### src/rtl/video_frame_monitor.sv
// Passive per-frame measurement of a pixel stream: active width/height, line-width consistency
// and a CRC-16-CCITT signature of RGB data, latched once per frame for debug and self-test.
module video_frame_monitor #(
  parameter int COORDSPC = 16,
  parameter int COLSPC   = 10
) (
  input  logic                video_clk_pix,
  input  logic                video_rst_n,
  input  logic                video_enable,
  input  logic                frame_start,
  input  logic                line_start,
  input  logic [COLSPC-1:0]   red,
  input  logic [COLSPC-1:0]   green,
  input  logic [COLSPC-1:0]   blue,
  output logic [COORDSPC-1:0] line_width,
  output logic [COORDSPC-1:0] frame_height,
  output logic [15:0]         frame_crc,
  output logic [15:0]         frame_count,
  output logic                width_err,
  output logic                stable,
  output logic                meas_valid,
  output logic                dbg_state
);

  localparam int PIXW = 3 * COLSPC;
  localparam logic [COORDSPC-1:0] CMAX = {COORDSPC{1'b1}};
  localparam logic [COORDSPC-1:0] CONE = {{(COORDSPC-1){1'b0}}, 1'b1};

  typedef enum logic {SYNC_WAIT = 1'b0, MEASURE = 1'b1} state_t;

  // Shifts one whole pixel word into the CRC, MSB first, in a single cycle.
  function automatic logic [15:0] crc_step(input logic [15:0] crc_in, input logic [PIXW-1:0] pix);
    logic [15:0] c;
    logic        fb;
    c = crc_in;
    for (int i = PIXW - 1; i >= 0; i--) begin
      fb = c[15] ^ pix[i];
      c  = {c[14:0], 1'b0} ^ (fb ? 16'h1021 : 16'h0000);
    end
    return c;
  endfunction

  state_t              state_q, state_d;
  logic [COORDSPC-1:0] cur_w_q, cur_w_d;
  logic [COORDSPC-1:0] ref_w_q, ref_w_d;
  logic                ref_seen_q, ref_seen_d;
  logic [COORDSPC-1:0] height_acc_q, height_acc_d;
  logic                err_acc_q, err_acc_d;
  logic [15:0]         crc_acc_q, crc_acc_d;
  logic [COORDSPC-1:0] line_width_q, line_width_d;
  logic [COORDSPC-1:0] frame_height_q, frame_height_d;
  logic [15:0]         frame_crc_q, frame_crc_d;
  logic [15:0]         frame_count_q, frame_count_d;
  logic                width_err_q, width_err_d;
  logic                stable_q, stable_d;
  logic                meas_valid_q, meas_valid_d;

  logic [PIXW-1:0]     pix_w;
  logic                close_act;
  logic [COORDSPC-1:0] height_close, ref_close;
  logic                seen_close, err_close;
  logic [15:0]         crc_base, crc_next;

  // meas_valid is a bare one-cycle strobe (no ready): the sink must sample the
  // result outputs in the cycle it is high; they then hold until the next frame.
  always_comb begin
    state_d        = state_q;
    cur_w_d        = cur_w_q;
    ref_w_d        = ref_w_q;
    ref_seen_d     = ref_seen_q;
    height_acc_d   = height_acc_q;
    err_acc_d      = err_acc_q;
    crc_acc_d      = crc_acc_q;
    line_width_d   = line_width_q;
    frame_height_d = frame_height_q;
    frame_crc_d    = frame_crc_q;
    frame_count_d  = frame_count_q;
    width_err_d    = width_err_q;
    stable_d       = stable_q;
    meas_valid_d   = 1'b0;

    // Values as they stand once the line in progress is closed.
    pix_w        = {red, green, blue};
    close_act    = (cur_w_q != '0);
    height_close = (close_act && height_acc_q != CMAX) ? height_acc_q + CONE : height_acc_q;
    ref_close    = (close_act && !ref_seen_q) ? cur_w_q : ref_w_q;
    seen_close   = ref_seen_q | close_act;
    err_close    = err_acc_q | (close_act && ref_seen_q && (cur_w_q != ref_w_q));
    crc_base     = frame_start ? 16'hFFFF : crc_acc_q;
    crc_next     = crc_step(crc_base, pix_w);

    case (state_q)
      SYNC_WAIT: begin
        if (frame_start) begin
          state_d      = MEASURE;
          cur_w_d      = {{(COORDSPC-1){1'b0}}, video_enable};
          ref_w_d      = '0;
          ref_seen_d   = 1'b0;
          height_acc_d = '0;
          err_acc_d    = 1'b0;
          crc_acc_d    = video_enable ? crc_next : 16'hFFFF;
        end
      end
      MEASURE: begin
        if (frame_start) begin
          line_width_d   = ref_close;
          frame_height_d = height_close;
          frame_crc_d    = crc_acc_q;
          width_err_d    = err_close;
          frame_count_d  = frame_count_q + 16'd1;
          stable_d       = (frame_count_q != 16'd0) && (crc_acc_q == frame_crc_q) &&
                           (ref_close == line_width_q) && (height_close == frame_height_q);
          meas_valid_d   = 1'b1;
          cur_w_d        = {{(COORDSPC-1){1'b0}}, video_enable};
          ref_w_d        = '0;
          ref_seen_d     = 1'b0;
          height_acc_d   = '0;
          err_acc_d      = 1'b0;
          crc_acc_d      = video_enable ? crc_next : 16'hFFFF;
        end else begin
          if (video_enable) crc_acc_d = crc_next;
          if (line_start) begin
            height_acc_d = height_close;
            ref_w_d      = ref_close;
            ref_seen_d   = seen_close;
            err_acc_d    = err_close;
            cur_w_d      = {{(COORDSPC-1){1'b0}}, video_enable};
          end else if (video_enable && cur_w_q != CMAX) begin
            cur_w_d = cur_w_q + CONE;
          end
        end
      end
      default: state_d = SYNC_WAIT;
    endcase
  end

  always_ff @(posedge video_clk_pix or negedge video_rst_n) begin
    if (!video_rst_n) begin
      state_q        <= SYNC_WAIT;
      cur_w_q        <= '0;
      ref_w_q        <= '0;
      ref_seen_q     <= 1'b0;
      height_acc_q   <= '0;
      err_acc_q      <= 1'b0;
      crc_acc_q      <= 16'hFFFF;
      line_width_q   <= '0;
      frame_height_q <= '0;
      frame_crc_q    <= 16'hFFFF;
      frame_count_q  <= 16'd0;
      width_err_q    <= 1'b0;
      stable_q       <= 1'b0;
      meas_valid_q   <= 1'b0;
    end else begin
      state_q        <= state_d;
      cur_w_q        <= cur_w_d;
      ref_w_q        <= ref_w_d;
      ref_seen_q     <= ref_seen_d;
      height_acc_q   <= height_acc_d;
      err_acc_q      <= err_acc_d;
      crc_acc_q      <= crc_acc_d;
      line_width_q   <= line_width_d;
      frame_height_q <= frame_height_d;
      frame_crc_q    <= frame_crc_d;
      frame_count_q  <= frame_count_d;
      width_err_q    <= width_err_d;
      stable_q       <= stable_d;
      meas_valid_q   <= meas_valid_d;
    end
  end

  assign line_width   = line_width_q;
  assign frame_height = frame_height_q;
  assign frame_crc    = frame_crc_q;
  assign frame_count  = frame_count_q;
  assign width_err    = width_err_q;
  assign stable       = stable_q;
  assign meas_valid   = meas_valid_q;
  assign dbg_state    = state_q;

endmodule

### config.mk
export PLATFORM = sky130hd
export DESIGN_NAME = video_frame_monitor
export DESIGN_NICKNAME = d
export VERILOG_FILES = /design/src/rtl/video_frame_monitor.sv
export SDC_FILE = /design/constraint.sdc
export NUM_CORES = 1
export LEC_CHECK = 0
export CAP_MARGIN = 20
export CORE_UTILIZATION = 40
export CTS_CLUSTER_SIZE = 10
export DETAILED_ROUTE_END_ITERATION = 8
export PLACE_DENSITY = 0.72
export SYNTH_ARGS = -nofsm -noshare
export SYNTH_HDL_FRONTEND = slang
export SYNTH_SLANG_ARGS = --single-unit
### constraint.sdc
create_clock -name video_clk_pix -period 3.8 [get_ports video_clk_pix]
set_input_delay 0.76 -clock video_clk_pix [delete_from_list [all_inputs] [get_ports video_clk_pix]]
set_output_delay 0.76 -clock video_clk_pix [all_outputs]
set_load 0.01 [all_outputs]
==> out/qor.yml, run 1 <==
initial_core_util: 0.4126
total_power_uw: 10270
most-common-layout-cells: "nand2_1 (126), dfrtp_1 (102), clkdlybuf4s50_1 (100), xnor2_1 (92), xor2_1 (92)"
vias: 6099
status: "complete, no violations"
seq_area_sq_um: 3393
drt_iter0_markers: 287
synth-seq-area-share: 0.4185
hold_class: "in -> async"
synthesis.nets: 874
synth_edf_count: 0
grt_max_degree: 84
die-area_sq_um: 20850
ys_ff_latch: 134
routedWlPerCell_um: 16.01
period_minus_slack_ns: 3.232
coreArea_sq_um: 19650
cts_tree: "done"
cp.arrival_ns: 3.58
worstPathMaxFanout: 4
syn_area_per_cell_sq_um: 9.723
setup_violations: 0
cts_buffer_depth: 2
cts_root_buffer: "clkbuf_16"
crit_path_start_kind: "input pin"
num_antenna_cells: 0
syn_area_sq_um: 8109
synth_ff_type: "dfrtp_1"
io_buffers: 102
end_kind: "flop"
dpl_cell_area_sq_um: 9450
finalHoldViolCount: 0
dpl.hpwl_um: 13880
cts_max_level: 4
period_share: 0.8506
final.setup.tns_ns: 0
drt-total-wl_um: 19290
die_h_um: 144.4
grt_pass1_vias: 5992
irDropWorstVdd_v: 0.001516
multi_input_comb_area_sq_um: 4462
clock.fmax_mhz: 309.4
syn2layout_area_growth_pct: 23.79
io-pin-count: 103
antenna_found_initial: 0
synth-async-reset-ratio: 1.000
clock-skew-final_ns: 0.01053
clock_sinks: 134
setup.worst_path.class: "in -> reg"
yosysWarningCount: 0
rsz0062_at_grt: "false"
max_slew_margin: 0.4447
power.leakage_uw: 0.004258
netlist_instances: 834
fillers: 1826
drv_cap: 0
drive_above_1_share: 0.1191
ys_types: 53
layout_commonest_cell: "nand2_1"
via_per_inst: 5.061
grt-ovfl-total: 0
required_ns: 4.15
cts_hold_buffers: 0
postCtsSetupRepairBufs: 0
track_usage: 0.1987
grt_first_pass_wirelength_um: 31520
rows: 51
p_per_area_nw_per_um2: 1023
place_congestion: 0.8542
firstDrtPassIters: 4
cts_resized: 0
nNetsFinal: 967
post-place-ws_ns: 0.1510
cts_buffers: 17
path_clk_slew_ns: 0.06
antenna_left: 0
die_w_um: 144.4
clk_latency_ns: 0.42
setup_ws_ns: 0.5678
slew_violations: 0
drc_errors: 0
final_cell_area_sq_um: 10040
worst_pin_slew_ns: 0.8254
layout make-up:
class                   count  area share
flip-flops and latches    134      0.3380
well taps                 265     0.03303
clock inverters             8    0.009597
multi-input cells         638      0.4445
inverters                   9    0.003365
clock buffers              24     0.04898
repair buffers            127      0.1225
cell usage after synthesis, types with 10 or more instances:
master | count | area, sq um
a21oi_1 | 25 | 125.1
and3_1 | 10 | 62.56
clkbuf_1 | 41 | 153.9
dfrtp_1 | 102 | 2552
dfstp_2 | 32 | 840.8
mux2i_1 | 14 | 140.1
nand2_1 | 127 | 476.7
nand3_1 | 28 | 140.1
nand4_1 | 21 | 131.4
nor2_1 | 59 | 221.5
nor3_1 | 11 | 55.05
nor4_1 | 18 | 112.6
o21ai_0 | 40 | 200.2
o22a_1 | 15 | 131.4
xnor2_1 | 92 | 805.8
xnor3_1 | 10 | 225.2
xor2_1 | 92 | 805.8
final timing paths:
path | from | endpoint | slack [ns] | cells past startpoint
hold reg to reg | frame_crc[4] | frame_crc[4] | 0.47 | 2
max in group asynchronous | video_rst_n | frame_height[3] | 2.60 | 2
min in group video_clk_pix | frame_crc[4] | frame_crc[4] | 0.47 | 2
setup / recovery | red[9] | crc_acc_q[13] | 0.57 | 8
hold / removal | video_rst_n | frame_count[6] | 0.38 | 1
setup reg to reg | cur_w_q[6] | stable | 0.63 | 10
routing by layer:
layer  up-vias  track usage  share of wire
met5         -            0              0
met4         0      0.05263         0.0061
met3         6      0.05000          0.050
met2       137       0.3143           0.48
met1      2946       0.2696           0.47
li1       3010            -              -
power breakdown:
group,switching [uW],internal (uW)
Sequential,293,1840
Combinational,2810,3690
Clock,604,1030
Total,3710,6560
worst max-delay path, stage by stage:
cell	delay, ns
clkdlybuf4s50_1	0.48
xnor2_1	0.24
xnor3_2	0.52
xnor3_2	0.50
xnor2_4	0.25
xnor3_2	0.50
xnor2_1	0.15
o22a_1	0.18
logic make-up (layout without fill, tap and decap cells):
family | count (synthesis) | count (layout) | synth area share
AOI/OAI and AO/OA | 104 | 104 | 0.07931
and+or+nand+nor | 306 | 306 | 0.1774
muxes | 14 | 14 | 0.01728
buffers and inverters | 62 | 168 | 0.03256
DFF | 134 | 134 | 0.4185
xor gates and xnor gates | 209 | 209 | 0.2672
adders and majority gates | 5 | 5 | 0.007715
per-stage QoR:
stage / utilization / hold WS (ns) / cells
finish: 0.5108 / 0.3757 / 1205
global route: 0.5108 / 0.4431 / 1205
CTS: 0.5108 / 0.4168 / 1205
detailed placement: 0.4808 / 0.4682 / 1173
global placement: 0.4808 / 0.4626 / 1173
floorplan: - / 0.4560 / 834
state kept, by name, summed over array words and instances (netlist names), 16 cells and up:
| name | flops |
|---|---|
| crc_acc_q | 16 |
| cur_w_q | 16 |
| frame_count | 16 |
| frame_crc | 16 |
| frame_height | 16 |
| height_acc_q | 16 |
| line_width | 16 |
| ref_w_q | 16 |
Note: power is estimated with default switching activity, not from simulation.
==> run 2: changes to the inputs <==
--- a/config.mk
+++ b/config.mk
@@ -5,11 +5,13 @@
 export SDC_FILE = /design/constraint.sdc
 export NUM_CORES = 1
 export LEC_CHECK = 0
+export ABC_AREA = 0
 export CAP_MARGIN = 20
 export CORE_UTILIZATION = 40
 export CTS_CLUSTER_SIZE = 10
 export DETAILED_ROUTE_END_ITERATION = 8
 export PLACE_DENSITY = 0.72
+export SLEW_MARGIN = 5
 export SYNTH_ARGS = -nofsm -noshare
 export SYNTH_HDL_FRONTEND = slang
 export SYNTH_SLANG_ARGS = --single-unit
==> results of run 2 <==
Same layout as run 1: the final DEF is identical, and so are final timing and power.
==> run 3: changes to the inputs <==
--- a/config.mk
+++ b/config.mk
@@ -10,7 +10,7 @@
 export CORE_UTILIZATION = 40
 export CTS_CLUSTER_SIZE = 10
 export DETAILED_ROUTE_END_ITERATION = 8
-export PLACE_DENSITY = 0.72
+export PLACE_DENSITY = 0.74
 export SLEW_MARGIN = 5
 export SYNTH_ARGS = -nofsm -noshare
 export SYNTH_HDL_FRONTEND = slang
==> constraint.sdc (replaced) <==
create_clock -name video_clk_pix -period 2.72 [get_ports video_clk_pix]
set_input_delay 0.544 -clock video_clk_pix [delete_from_list [all_inputs] [get_ports video_clk_pix]]
set_output_delay 0.544 -clock video_clk_pix [all_outputs]
set_load 0.01 [all_outputs]
==> out/qor.yml, run 3 (synthesis results as in run 1) <==
status: "finished, violations left"
violations: "negative setup slack"
clock.fmax_mhz: 362.1
antenna_found_initial: 0  # unchanged
die_h_um: 144.4  # unchanged
finalNonFillerCells: 1312  # +8.9%
grt-ovfl-total: 0  # unchanged
cts_buffers: 17  # unchanged
die-area_sq_um: 20850  # unchanged
clk_latency_ns: 0.43  # about the same
layout_commonest_cell: "nand2_1"
syn2layout_area_growth_pct: 37.94
hold_ws_ns: 0.1256  # -0.2501 ns
final.setup.tns_ns: -0.08169  # -0.08169 ns
worstPathMaxFanout: 4  # unchanged
power.leakage_uw: 0.004907  # +15%
r2r_slack_ns: -0.04  # -0.67 ns
p_per_area_nw_per_um2: 1636  # +60%
wl_met2_um: 10450  # +13%
die_w_um: 144.4  # unchanged
num_antenna_cells: 0  # unchanged
cts_max_level: 4  # unchanged
total_power_uw: 18300  # +78%
cts_root_buffer: "clkbuf_16"
grt_max_degree: 84  # unchanged
clock_sinks: 134  # unchanged
drc_errors: 0  # unchanged
initial_core_util: 0.4126  # unchanged
track_usage: 0.2151  # +0.01643
reg2reg_from: "crc_acc_q[13]"
hold_class: "in -> async"
crit_path_start_kind: "flop"
period_share: 1.015
vias: 6669  # +9.3%
max_slew_margin: 0.5023  # +0.05763
drt-met1-wl_um: 9242  # +2.9%
drt-total-wl_um: 21210  # +9.9%
rsz0062_at_grt: "true"
io-pin-count: 103  # unchanged
cp.arrival_ns: 3.11  # -0.47 ns
setup.worst_path.class: "reg -> reg"
firstDrtPassIters: 5  # +1
cts_hold_buffers: 0  # unchanged
setup_violations: 4  # +4
routed-wl-met3_um: 1153  # +18%
end_kind: "flop"
irDropWorstVdd_v: 0.001829  # +21%
worst_pin_slew_ns: 0.7466  # -0.07883 ns
cts_buffer_depth: 2  # unchanged
highest_layer: "met4"
drv_cap: 0  # unchanged
nNetsFinal: 1074  # +11%
routedWlPerCell_um: 16.17  # +0.97%
antenna_left: 0  # unchanged
io_buffers: 102  # unchanged
grt_pass1_vias: 6693  # +12%
place_congestion: 0.8710  # +2.0%
cts_tree: "done"
period_minus_slack_ns: 2.762
dpl.hpwl_um: 15510  # +12%
via_per_inst: 5.083  # +0.43%
drt_iter0_markers: 417  # +45%
grt_first_pass_wirelength_um: 34220  # +8.6%
finalHoldViolCount: 0  # unchanged
slew_violations: 0  # unchanged
r2r_cells: 9  # -1
r2r_end: "crc_acc_q[5]"
setup_ws_ns: -0.04189  # -0.6097 ns
most-common-layout-cells: "nand2_1 (126), buf_4 (120), dfrtp_1 (102), clkdlybuf4s50_1 (92), xor2_1 (88)"
post-place-ws_ns: -0.6308  # -0.7818 ns
dp_cells: 1265  # +7.8%
coreArea_sq_um: 19650  # unchanged
drive_above_1_share: 0.2455  # +0.1263
rows: 51  # unchanged
path_clk_slew_ns: 0.06  # about the same
clock-skew-final_ns: 0.01165  # +0.001118 ns
required_ns: 3.07  # -1.08 ns
==> run 3: how the worst max path moves through the flow <==
stage,startpoint,endpoint,slack [ns],cells past startpoint
after floorplan,frame_start,crc_acc_q[6],-0.003,9
after global placement,red[7],crc_acc_q[6],-0.51,8
after detailed placement,red[7],crc_acc_q[6],-0.63,8
after CTS,cur_w_q[1],stable,0.00002,14
after global routing,crc_acc_q[7],crc_acc_q[6],-0.18,8
final,crc_acc_q[13],crc_acc_q[5],-0.04,9
==> run 3: critical path: stages (launching register included) <==
cell and delay (ns):
dfstp_2 0.61, xnor2_1 0.12, nor2_4 0.18, xnor3_1 0.34, xnor3_2 0.43, buf_6 0.15
xnor2_4 0.15, xnor3_2 0.33, xor2_1 0.18, o22a_1 0.19
==> run 3: metrics by stage <==
stage	instance area (sq um)	utilization
floorplan	8182	-
global placement	10240	0.5212
detailed placement	10240	0.5212
CTS	11040	0.5616
global route	11190	0.5691
finish	11190	0.5691
==> run 3: area by class of cell <==
type,instances,area [sq um]
fill,1654,8468
timing repair buffer,234,2092
sequential,134,3393
inverter,9,33.78
multi-input combinational,638,4711
clock inverter,12,177.7
clock buffer,20,446.7
tap,265,331.6
==> run 3: routing by layer <==
| metal | up-vias | track usage |
|---|---|---|
| met1 | 3256 | 0.2740 |
| met4 | 0 | 0.06981 |
| li1 | 3217 | - |
| met3 | 27 | 0.04901 |
| met2 | 169 | 0.3601 |
| met5 | - | 0 |
==> run 3: timing repair <==
| action | in CTS | in global routing |
|---|---|---|
| pin swaps | 10 | 6 |
| gates resized for setup | 23 | 24 |
| endpoints found under the hold margin | 0 | 0 |
| setup endpoints to repair | 14 | 13 |
| buffers inserted | 14 | 2 |
| cloned | 0 | 0 |
==> run 3: report_power, final <==
part / internal, uW / leakage [uW] / switching, uW
clock network: 1550 / 0.000292 / 869
logic: 7700 / 0.00289 / 5320
registers: 2560 / 0.00173 / 302
